## src/rtl/alu_pkg.sv

```systemverilog
// Shared constants and helpers for the ALU operation sequencer.
// Opcode map, FSM encoding and datapath widths.
package alu_pkg;

    localparam int OPND_W = 8;
    localparam int RES_W  = 16;

    localparam logic [2:0] OP_NOTA = 3'b000;
    localparam logic [2:0] OP_OR   = 3'b001;
    localparam logic [2:0] OP_AND  = 3'b010;
    localparam logic [2:0] OP_XOR  = 3'b011;
    localparam logic [2:0] OP_ADD  = 3'b100;
    localparam logic [2:0] OP_SUB  = 3'b101;
    localparam logic [2:0] OP_MUL  = 3'b110;
    localparam logic [2:0] OP_NOTB = 3'b111;

    typedef enum logic [1:0] {
        ST_IDLE = 2'd0,
        ST_WAIT = 2'd1,
        ST_RESP = 2'd2
    } state_t;

    // Logical ops yield an 8-bit result; the upper byte is don't-care.
    function automatic logic is_logic_op(input logic [2:0] op);
        return !(op == OP_ADD || op == OP_SUB || op == OP_MUL);
    endfunction

endpackage

```

## src/rtl/alu_wait_counter.sv

```systemverilog
// 4-bit loadable down-counter timing the ALU settle latency.
// Load has priority; counting stops at zero.
module alu_wait_counter (
    input  logic       clk,
    input  logic       rst,
    input  logic       load,
    input  logic [3:0] load_val,
    input  logic       en,
    output logic       zero
);

    logic [3:0] cnt_q;

    always_ff @(posedge clk) begin
        if (rst) begin
            cnt_q <= 4'd0;
        end else if (load) begin
            cnt_q <= load_val;
        end else if (en && cnt_q != 4'd0) begin
            cnt_q <= cnt_q - 4'd1;
        end
    end

    assign zero = (cnt_q == 4'd0);

endmodule

```

## src/rtl/alu_op_sequencer.sv

```systemverilog
// Command-side initiator for the 8-way ALU result selector:
// accept op, drive operands, wait settle latency, return result.
module alu_op_sequencer
    import alu_pkg::*;
#(
    parameter int FAST_LAT   = 1,
    parameter int MUL_LAT    = 4,
    parameter bit MASK_LOGIC = 1'b1
) (
    input  logic              clk,
    input  logic              rst,
    input  logic              cmd_valid,
    output logic              cmd_ready,
    input  logic [2:0]        cmd_op,
    input  logic [OPND_W-1:0] cmd_a,
    input  logic [OPND_W-1:0] cmd_b,
    output logic [2:0]        sel,
    output logic [OPND_W-1:0] alu_a,
    output logic [OPND_W-1:0] alu_b,
    input  logic [RES_W-1:0]  alu_y,
    output logic              rsp_valid,
    input  logic              rsp_ready,
    output logic [RES_W-1:0]  rsp_data,
    output logic [2:0]        rsp_op,
    output logic              busy,
    output logic [15:0]       op_count
);

    if (FAST_LAT < 1 || FAST_LAT > 15) begin : g_fast_chk
        $error("FAST_LAT must be in 1..15");
    end
    if (MUL_LAT < 1 || MUL_LAT > 15) begin : g_mul_chk
        $error("MUL_LAT must be in 1..15");
    end

    localparam logic [3:0] FAST_LD = 4'(FAST_LAT - 1);
    localparam logic [3:0] MUL_LD  = 4'(MUL_LAT - 1);

    state_t      state_q;
    state_t      state_d;
    logic        accept;
    logic        capture;
    logic        rsp_done;
    logic        wait_en;
    logic        cnt_zero;
    logic [3:0]  ld_val;
    logic [15:0] count_q;
    logic        mask_hi;

    always_ff @(posedge clk) begin
        if (rst) begin
            state_q <= ST_IDLE;
        end else begin
            state_q <= state_d;
        end
    end

    always_comb begin
        state_d   = state_q;
        cmd_ready = 1'b0;
        rsp_valid = 1'b0;
        busy      = 1'b1;
        wait_en   = 1'b0;
        accept    = 1'b0;
        capture   = 1'b0;
        rsp_done  = 1'b0;
        unique case (state_q)
            ST_IDLE: begin
                cmd_ready = 1'b1;
                busy      = 1'b0;
                accept    = cmd_valid;
                if (cmd_valid) begin
                    state_d = ST_WAIT;
                end
            end
            ST_WAIT: begin
                wait_en = 1'b1;
                capture = cnt_zero;
                if (cnt_zero) begin
                    state_d = ST_RESP;
                end
            end
            ST_RESP: begin
                rsp_valid = 1'b1;
                rsp_done  = rsp_ready;
                if (rsp_ready) begin
                    state_d = ST_IDLE;
                end
            end
            default: begin
                state_d = ST_IDLE;
            end
        endcase
    end

    assign ld_val  = (cmd_op == OP_MUL) ? MUL_LD : FAST_LD;
    assign mask_hi = MASK_LOGIC && is_logic_op(sel);

    alu_wait_counter u_wait (
        .clk      (clk),
        .rst      (rst),
        .load     (accept),
        .load_val (ld_val),
        .en       (wait_en),
        .zero     (cnt_zero)
    );

    // Operands stay on the bus until the next accept.
    always_ff @(posedge clk) begin
        if (rst) begin
            sel      <= 3'd0;
            alu_a    <= '0;
            alu_b    <= '0;
            rsp_data <= '0;
            rsp_op   <= 3'd0;
            count_q  <= 16'd0;
        end else begin
            if (accept) begin
                sel   <= cmd_op;
                alu_a <= cmd_a;
                alu_b <= cmd_b;
            end
            if (capture) begin
                rsp_data <= mask_hi ? {8'h00, alu_y[7:0]} : alu_y;
                rsp_op   <= sel;
            end
            if (rsp_done) begin
                count_q <= count_q + 16'd1;
            end
        end
    end

    assign op_count = count_q;

endmodule

```

## config.mk

```make
export PLATFORM = sky130hd
export DESIGN_NAME = alu_op_sequencer
export DESIGN_NICKNAME = d
export VERILOG_FILES = /design/src/rtl/alu_pkg.sv /design/src/rtl/alu_wait_counter.sv /design/src/rtl/alu_op_sequencer.sv
export SDC_FILE = /design/constraint.sdc
export NUM_CORES = 1
export LEC_CHECK = 0
export ABC_AREA = 1
export CAP_MARGIN = 25
export CELL_PAD_IN_SITES_DETAIL_PLACEMENT = 1
export CELL_PAD_IN_SITES_GLOBAL_PLACEMENT = 2
export CORE_MARGIN = 5
export CORE_UTILIZATION = 25
export DETAILED_ROUTE_END_ITERATION = 8
export PLACE_DENSITY = 0.87
export SETUP_SLACK_MARGIN = 0.5
export SLEW_MARGIN = 10
export SYNTH_ARGS = -nofsm -noshare
export SYNTH_HDL_FRONTEND = slang
export SYNTH_SLANG_ARGS = --single-unit
```

## constraint.sdc

```tcl
create_clock -name clk -period 2.45 [get_ports clk]
set_input_delay 0.3675 -clock clk [delete_from_list [all_inputs] [get_ports clk]]
set_output_delay 0.3675 -clock clk [all_outputs]
set_load 0.005 [all_outputs]
```

# After elaboration in Yosys (flattened, before gate mapping)
# Index checks and enable logic that the tools add are counted.
[classes]
muxes = 15
eq_ne = 9
addsub = 2
n_reduce_logical = 8
[ops]
columns = ["cell", "count"]
rows = [
  ["adder 16 x 1 -> 16 bit (second input constant)", 1],
  ["2-to-1 mux 16 bit", 1],
  ["== test 3 bit (second input constant)", 4],
  ["2-to-1 mux 2 bit", 4],
  ["2-to-1 mux 4 bit", 2],
  ["2-to-1 mux 1 bit", 7],
  ["inequality test 2 bit (second input constant)", 3],
  ["one-hot mux 2 bit (3 select lines)", 1],
  ["zero test 4 bit", 1],
  ["nonzero test 4 bit", 1],
  ["subtractor 4 x 1 -> 4 bit (second input constant)", 1],
  ["AND reduction 3 bit", 1],
  ["== test 2 x 1 -> 1 bit (second input constant)", 1],
  ["== test 2 bit (second input constant)", 1],
  ["zero test 2 bit", 1],
  ["logical OR 1 bit", 2],
  ["nonzero test 2 bit", 1],
  ["logical AND 1 bit", 1],
]
[word_totals]
inputBits = 39
wordCells = 42
regBits = 60

# Depth between registers and ports, before layout
# Gate-level depths: netlist of the first run.
[depth]
ltp_word = 5
mapped_depth = 8
ltp_nobuf = 8

# Hierarchy
# A second synthesis of the first run with hierarchy kept.
[hier_totals]
cells_unflattened = 350
hier_area_um2 = 2503.7
[by_module_without_submodules]
columns = ["module", "cells_each", "instances", "area_per_inst_um2"]
rows = [
  ["alu_op_sequencer", 309, 1, 2229.6],
  ["alu_wait_counter", 41, 1, 274.0],
]

# Worst setup path before layout of the first run
# No wires, ideal clock.
[synth_path]
kind = "register to register"
start = "register count_q[0], in the netlist op_count[0]"
end = "register count_q[10], in the netlist op_count[10]"
stages_incl_launch_ff = 7
setup_time_ns = 0.116
n_path_buf = 0
arrival_time_ns = 1.121
synth_period_minus_slack_ns = 1.237
t_required_ns = 2.334
path_slack_ns = 1.213
cell_sequence = "dfxtp_1 > ha_1 > nand3_1 > nor2_4 > nand3_1 > o21ai_0 > nor2_1"
[synth_via]
elab_chain_len = 1
[synth_lines]
columns = ["element", "line", "source"]
rows = [
  ["from (decl)", "alu_op_sequencer.sv:47", "logic [15:0] count_q;"],
  ["from (signal assigned)", "alu_op_sequencer.sv:128", "count_q <= count_q + 16'd1;"],
  ["adder 16 x 1 -> 16 bit", "alu_op_sequencer.sv:128", ""],
]
# Every way passes these cells.
# A chain may end at the register's enable or synchronous reset.

# Worst setup path in the final report of the first run
[layout_path]
start = "register state_q[1]"
end = "output busy"
[layout_via]
elab_chain_len = 2
[layout_lines]
columns = ["element", "line", "source"]
rows = [
  ["from (decl)", "alu_op_sequencer.sv:39", "state_t state_q;"],
  ["from (signal assigned)", "alu_op_sequencer.sv:54", "state_q <= state_d;"],
  ["zero test 2 bit", "alu_op_sequencer.sv:67", "unique case (state_q)"],
  ["2-to-1 mux 1 bit", "alu_op_sequencer.sv:67", ""],
  ["to (decl)", "alu_op_sequencer.sv:25", "output logic busy,"],
]
# Every way passes these cells.

==> reports/metrics.cfg, run 1 <==
[synthesis]
ys_seq_elements=60
synthCells=338
ys.flop_type=dfxtp_1
yosysMostFrequentCell=nor2_1
avgSynthCellArea_um2=7.35
synth_area_mm2=0.00248
yosysTopAreaCellShare=0.484
synth_cell_types=25
synth_warnings=0
synth_area_leaders=dfxtp_1, nor2_1, o21ai_0
synth_edf_count=0
yosys-top-cells-count=nor2_1, dfxtp_1, nand2_1
yosysTopAreaCell=dfxtp_1
syn_nets=380
synth-seq-area-share=0.484
synthArstFlopShare=0

[routing]
drc_errors=0
drt_iter0_drc=35
final_antenna_net_count=0
finalWirelength_um=7460
dr.pass1.iters=4
wl_per_cell_um=13.0
vias=2503
vias_per_cell=4.35

[sta]
worstMarginPinSlew_ps=724
final-max-slew-violation-count=0
holdWs_ps=464
relSlewSlack=0.518
final.setup_skew_ps=9.46
period_needed_ps=1830
rsz0062_at_grt=no
finalHoldViolCount=0
fmaxAchievable_mhz=545
fin_tns_setup_ps=0
setup_violations=0
period_share=0.749

[clocking]
cts_buffers=9
post_cts_buffers=0
cts_buffer_depth=2
cts_sinks=60
cts.repair.resized=0
cts_hold_buf=0
cts_tree=done
clkLatencyLatePin_ps=330
clock-root-buffer=clkbuf_8
clk_pin_slew_ps=60
htreeDepth=3

[die]
num_io_pins=96
row_count=36
fp.dieW_um=110
start_util=0.255
dieArea_mm2=0.0120
core_mm2=0.00973
die_h_um=110

[worst_setup_path]
cp-end-kind=output port
startpoint_type=register
required_ps=2080
worstPathArrival_ps=1470
critical_path_class=register to output port
crit_fanout=4

[layout]
final_nets=479
seq_area_mm2=0.00120
fill_cells=1213
syn_to_final_growth_pct=50.8
multi_input_area_mm2=0.00108
post-route-cell-area_mm2=0.00375
antenna_cells=0
drive_gt1_frac=0.0724

[placement]
hpwl_um=5540
placed_area_mm2=0.00356
port-buffer-count=95
place_congestion=0.781

[power_and_ir_drop]
p_total_mw=2.40
cellLeakagePower_nw=1.46
pwr_density_cell_mw_per_mm2=641
ir_drop_mv=0.307

[worst_hold_path]
hold_path_class=register to register

[status]
status=finished clean

[global_route]
grt_max_degree=28
grt_util_all_layers=0.130
first_global_vias=2662
antenna_found_initial=0
gr-total-overflow=0
grt_pass1_wl_um=12300

[run]
maxCapViolCount=0

==> cell usage in the layout (no fill, tap or decap) <==
cell type,netlist,final
ha_1,3,3
and2_1,1,1
inv_4,1,1
o21ai_1,4,4
clkdlybuf4s50_1,0,95
clkinvlp_4,0,1
nor2_4,4,4
nand3_4,1,1
nand3_1,21,21
nand3b_1,1,1
nand2_2,1,1
o21ai_0,37,37
o21a_1,2,2
nor2_1,84,84
xor2_1,1,1
bufinv_16,0,1
clkbuf_1,3,2
inv_1,28,28
nand2_1,42,42
inv_2,6,6
buf_4,2,4
a21oi_1,21,21
nor3_1,7,7
nand4_1,1,1
clkbuf_8,0,9
clkinv_2,0,3
nor2_2,1,1
dfxtp_1,60,60
==> power breakdown <==
group,switching [mW],internal (mW)
clock,0.386,0.465
combinational,0.220,0.236
sequential,0.0444,1.05
total,0.650,1.75
==> final cells by class <==
class,instances,area share
Multi-Input combinational cell,232,0.288
Inverter,35,0.0357
Clock inverter,5,0.0140
Timing Repair Buffer,99,0.262
Tap cell,133,0.0444
Clock buffer,11,0.0351
Sequential cell,60,0.321
==> metal layers <==
metal	vias to the layer above	part of all wire	track usage	wire, um
met5	-	0	0	0
met4	0	0.012	0.0427	93
met3	8	0.068	0.0523	510
met2	68	0.46	0.210	3400
met1	1148	0.46	0.157	3450
li1	1279	-	-	-
==> worst paths after layout <==
kind | from | to | slack (ps) | cells past startpoint
min reg2reg | rsp_data[12] | rsp_data[12] | 460 | 2
min | rsp_data[12] | rsp_data[12] | 460 | 2
max reg2reg | u_wait.cnt_q[0] | rsp_data[15] | 940 | 7
max | state_q[1] | busy | 620 | 3
==> critical path, cell delays in order (launching register included) <==
cell and delay (ps):
dfxtp_1 450, inv_2 50, nand2_2 120, clkdlybuf4s50_1 520
==> metrics by stage <==
stage	instances	setup WS (ps)	util
floorplan	338	1210	-
global placement	559	687	0.366
detailed placement	559	651	0.366
CTS	575	570	0.385
global route	575	530	0.385
finish	575	616	0.385
==> kinds of logic (layout without fill, tap and decap cells) <==
group	Yosys count	after routing	share of synthesized area
flip-flops	60	60	0.484
adder cells (fa/ha/maj)	3	3	0.0151
AND/OR/NAND/NOR	164	164	0.285
buffers and inverters	46	150	0.0816
AO/OA/AOI/OAI	64	64	0.131
XOR/XNOR	1	1	0.00353
==> registers in the layout (all words and copies together), names as in the netlist <==
signal,cells
state_q,2
u_wait.cnt_q,4
rsp_data,16
rsp_op,3
alu_a,8
sel,3
alu_b,8
op_count,16
No activity file was read; power rests on OpenSTA's default activity.
==> inputs of run 2 (changes only) <==
CORE_UTILIZATION = 21   (was 25)
PLACE_DENSITY = 0.78   (was 0.87)
clock period = 1.5 ns   (was 2.45 ns; I/O delays follow)
==> reports/metrics.cfg, run 2 (synthesized netlist as in run 1, its figures left out) <==
[global_route]
grt_pass1_wl_um=15200  ; was 12300 um
grt_util_all_layers=0.133  ; was 0.130
first_global_vias=3031  ; was 2662
antenna_found_initial=0  ; unchanged
gr-total-overflow=0  ; unchanged
grt_max_degree=24  ; was 28

[sta]
period_share=0.869
final.setup_skew_ps=5.93  ; was 9.46 ps
fmaxAchievable_mhz=767
finalHoldViolCount=0  ; unchanged
worstMarginPinSlew_ps=252  ; was 724 ps
relSlewSlack=0.832  ; was 0.518
rsz0062_at_grt=yes  ; was no
period_needed_ps=1300
setup_violations=0  ; unchanged
holdWs_ps=402  ; was 464 ps
worst_slack_ps=196  ; was 616 ps
final-max-slew-violation-count=0  ; unchanged

[worst_setup_path]
startpoint_type=register  ; unchanged
worstPathArrival_ps=1550  ; was 1470 ps
critical_path_class=register to register  ; was register to output port
cp-end-kind=register  ; was output port
required_ps=1750  ; was 2080 ps
crit_fanout=10  ; was 4

[layout]
syn_to_final_growth_pct=94.8  ; was 50.8%
post-route-cell-area_mm2=0.00484  ; was 0.00375 mm^2
final_common_cell=nor2_1  ; was clkdlybuf4s50_1
final_nets=531  ; was 479
antenna_cells=0  ; unchanged
final_cell_mix=nor2_1, buf_6, dfxtp_2  ; was clkdlybuf4s50_1, nor2_1, dfxtp_1
drive_gt1_frac=0.528  ; was 0.0724

[routing]
wl_per_cell_um=15.1  ; was 13.0 um
vias_per_cell=4.40  ; was 4.35
drt_iter0_drc=91  ; was 35
final_antenna_net_count=0  ; unchanged
finalWirelength_um=9630  ; was 7460 um
vias=2800  ; was 2503
drc_errors=0  ; unchanged
dr.pass1.iters=3  ; was 4

[placement]
port-buffer-count=95  ; unchanged
hpwl_um=6270  ; was 5540 um
dp_slack_ps=-72.8  ; was 651 ps
placed_area_mm2=0.00376  ; was 0.00356 mm^2
place_congestion=0.716  ; was 0.781

[die]
num_io_pins=96  ; unchanged
start_util=0.216  ; was 0.255
dieArea_mm2=0.0141  ; was 0.0120 mm^2
die_h_um=119  ; was 110 um
fp.dieW_um=119  ; was 110 um
core_mm2=0.0115  ; was 0.00973 mm^2
row_count=39  ; was 36

[clocking]
clock-root-buffer=clkbuf_16  ; was clkbuf_8
cts_buffer_depth=2  ; unchanged
cts_hold_buf=0  ; unchanged
clkLatencyLatePin_ps=320  ; was 330 ps
cts_sinks=60  ; unchanged
clk_pin_slew_ps=50  ; was 60 ps
cts_buffers=9  ; unchanged
cts_tree=done  ; unchanged
htreeDepth=3  ; unchanged

[power_and_ir_drop]
cellLeakagePower_nw=2.05  ; was 1.46 nW
pwr_density_cell_mw_per_mm2=1080  ; was 641 mW/mm^2
ir_drop_mv=0.447  ; was 0.307 mV
p_total_mw=5.21  ; was 2.40 mW

[worst_hold_path]
hold_path_class=input pin to register  ; was register to register

[status]
status=finished clean  ; unchanged

[run]
maxCapViolCount=0  ; unchanged

==> run 2: cell count changes in the layout (fill, tap and decap cells not counted), sizes merged <==
cell,change
clkdlybuf4s50,-58
clkbuf,+2
buf,+107
inv,-1
bufinv,+1
dlymetal6s2s,+1
==> run 2: worst paths after layout <==
| check | start | to | slack (ps) | depth (start not counted) |
|---|---|---|---|---|
| max reg2reg | state_q[0] | rsp_data[15] | 200 | 9 |
| max | state_q[0] | rsp_data[15] | 200 | 9 |
| min reg2reg | rsp_data[15] | rsp_data[15] | 460 | 2 |
| min | rst | alu_a[4] | 400 | 4 |
==> run 2: what timing repair did <==
action | in CTS | in global routing
pin swaps | 23 | 26
buffers inserted | 21 | 21
resized for setup | 352 | 78
gates cloned | 2 | 2
endpoints found under the setup margin | 116 | 116
==> run 2: critical path: stages, from the launching register on <==
cell and delay, ps:
dfxtp_2 340, inv_4 30, buf_6 120, nor2_4 90
inv_2 50, nor2_4 110, buf_12 140, clkbuf_16 160
nand3_1 70, a21oi_1 120
==> run 2: cell type report <==
cell class,instances,area (um^2)
fillers,1339,6680
repair buffers,151,1540
flip-flops and latches,60,1300
clock inverters,5,76.3
well taps,143,179
inverters,35,151
clock buffers,11,233
multi-input cells,232,1360
==> run 2: per-stage QoR <==
step / TNS [ps] / instances / utilization
2_1_floorplan: 0 / 338 / -
3_3_place_gp: -62.8 / 575 / 0.326
3_5_place_dp: -227 / 575 / 0.326
4_1_cts: 0 / 614 / 0.379
5_1_grt: 0 / 637 / 0.420
6_report: 0 / 637 / 0.420
==> run 2: layer usage <==
| metal | routed length, um | track usage | vias up |
|---|---|---|---|
| li1 | - | - | 1389 |
| met4 | 114 | 0.0340 | 0 |
| met2 | 4890 | 0.234 | 67 |
| met5 | 0 | 0 | - |
| met1 | 4000 | 0.149 | 1335 |
| met3 | 629 | 0.0521 | 9 |
==> run 2: power by group <==
group	switching (mW)	internal (mW)
logic	0.542	0.683
registers	0.0905	1.72
clock network	0.728	1.45
total	1.36	3.85
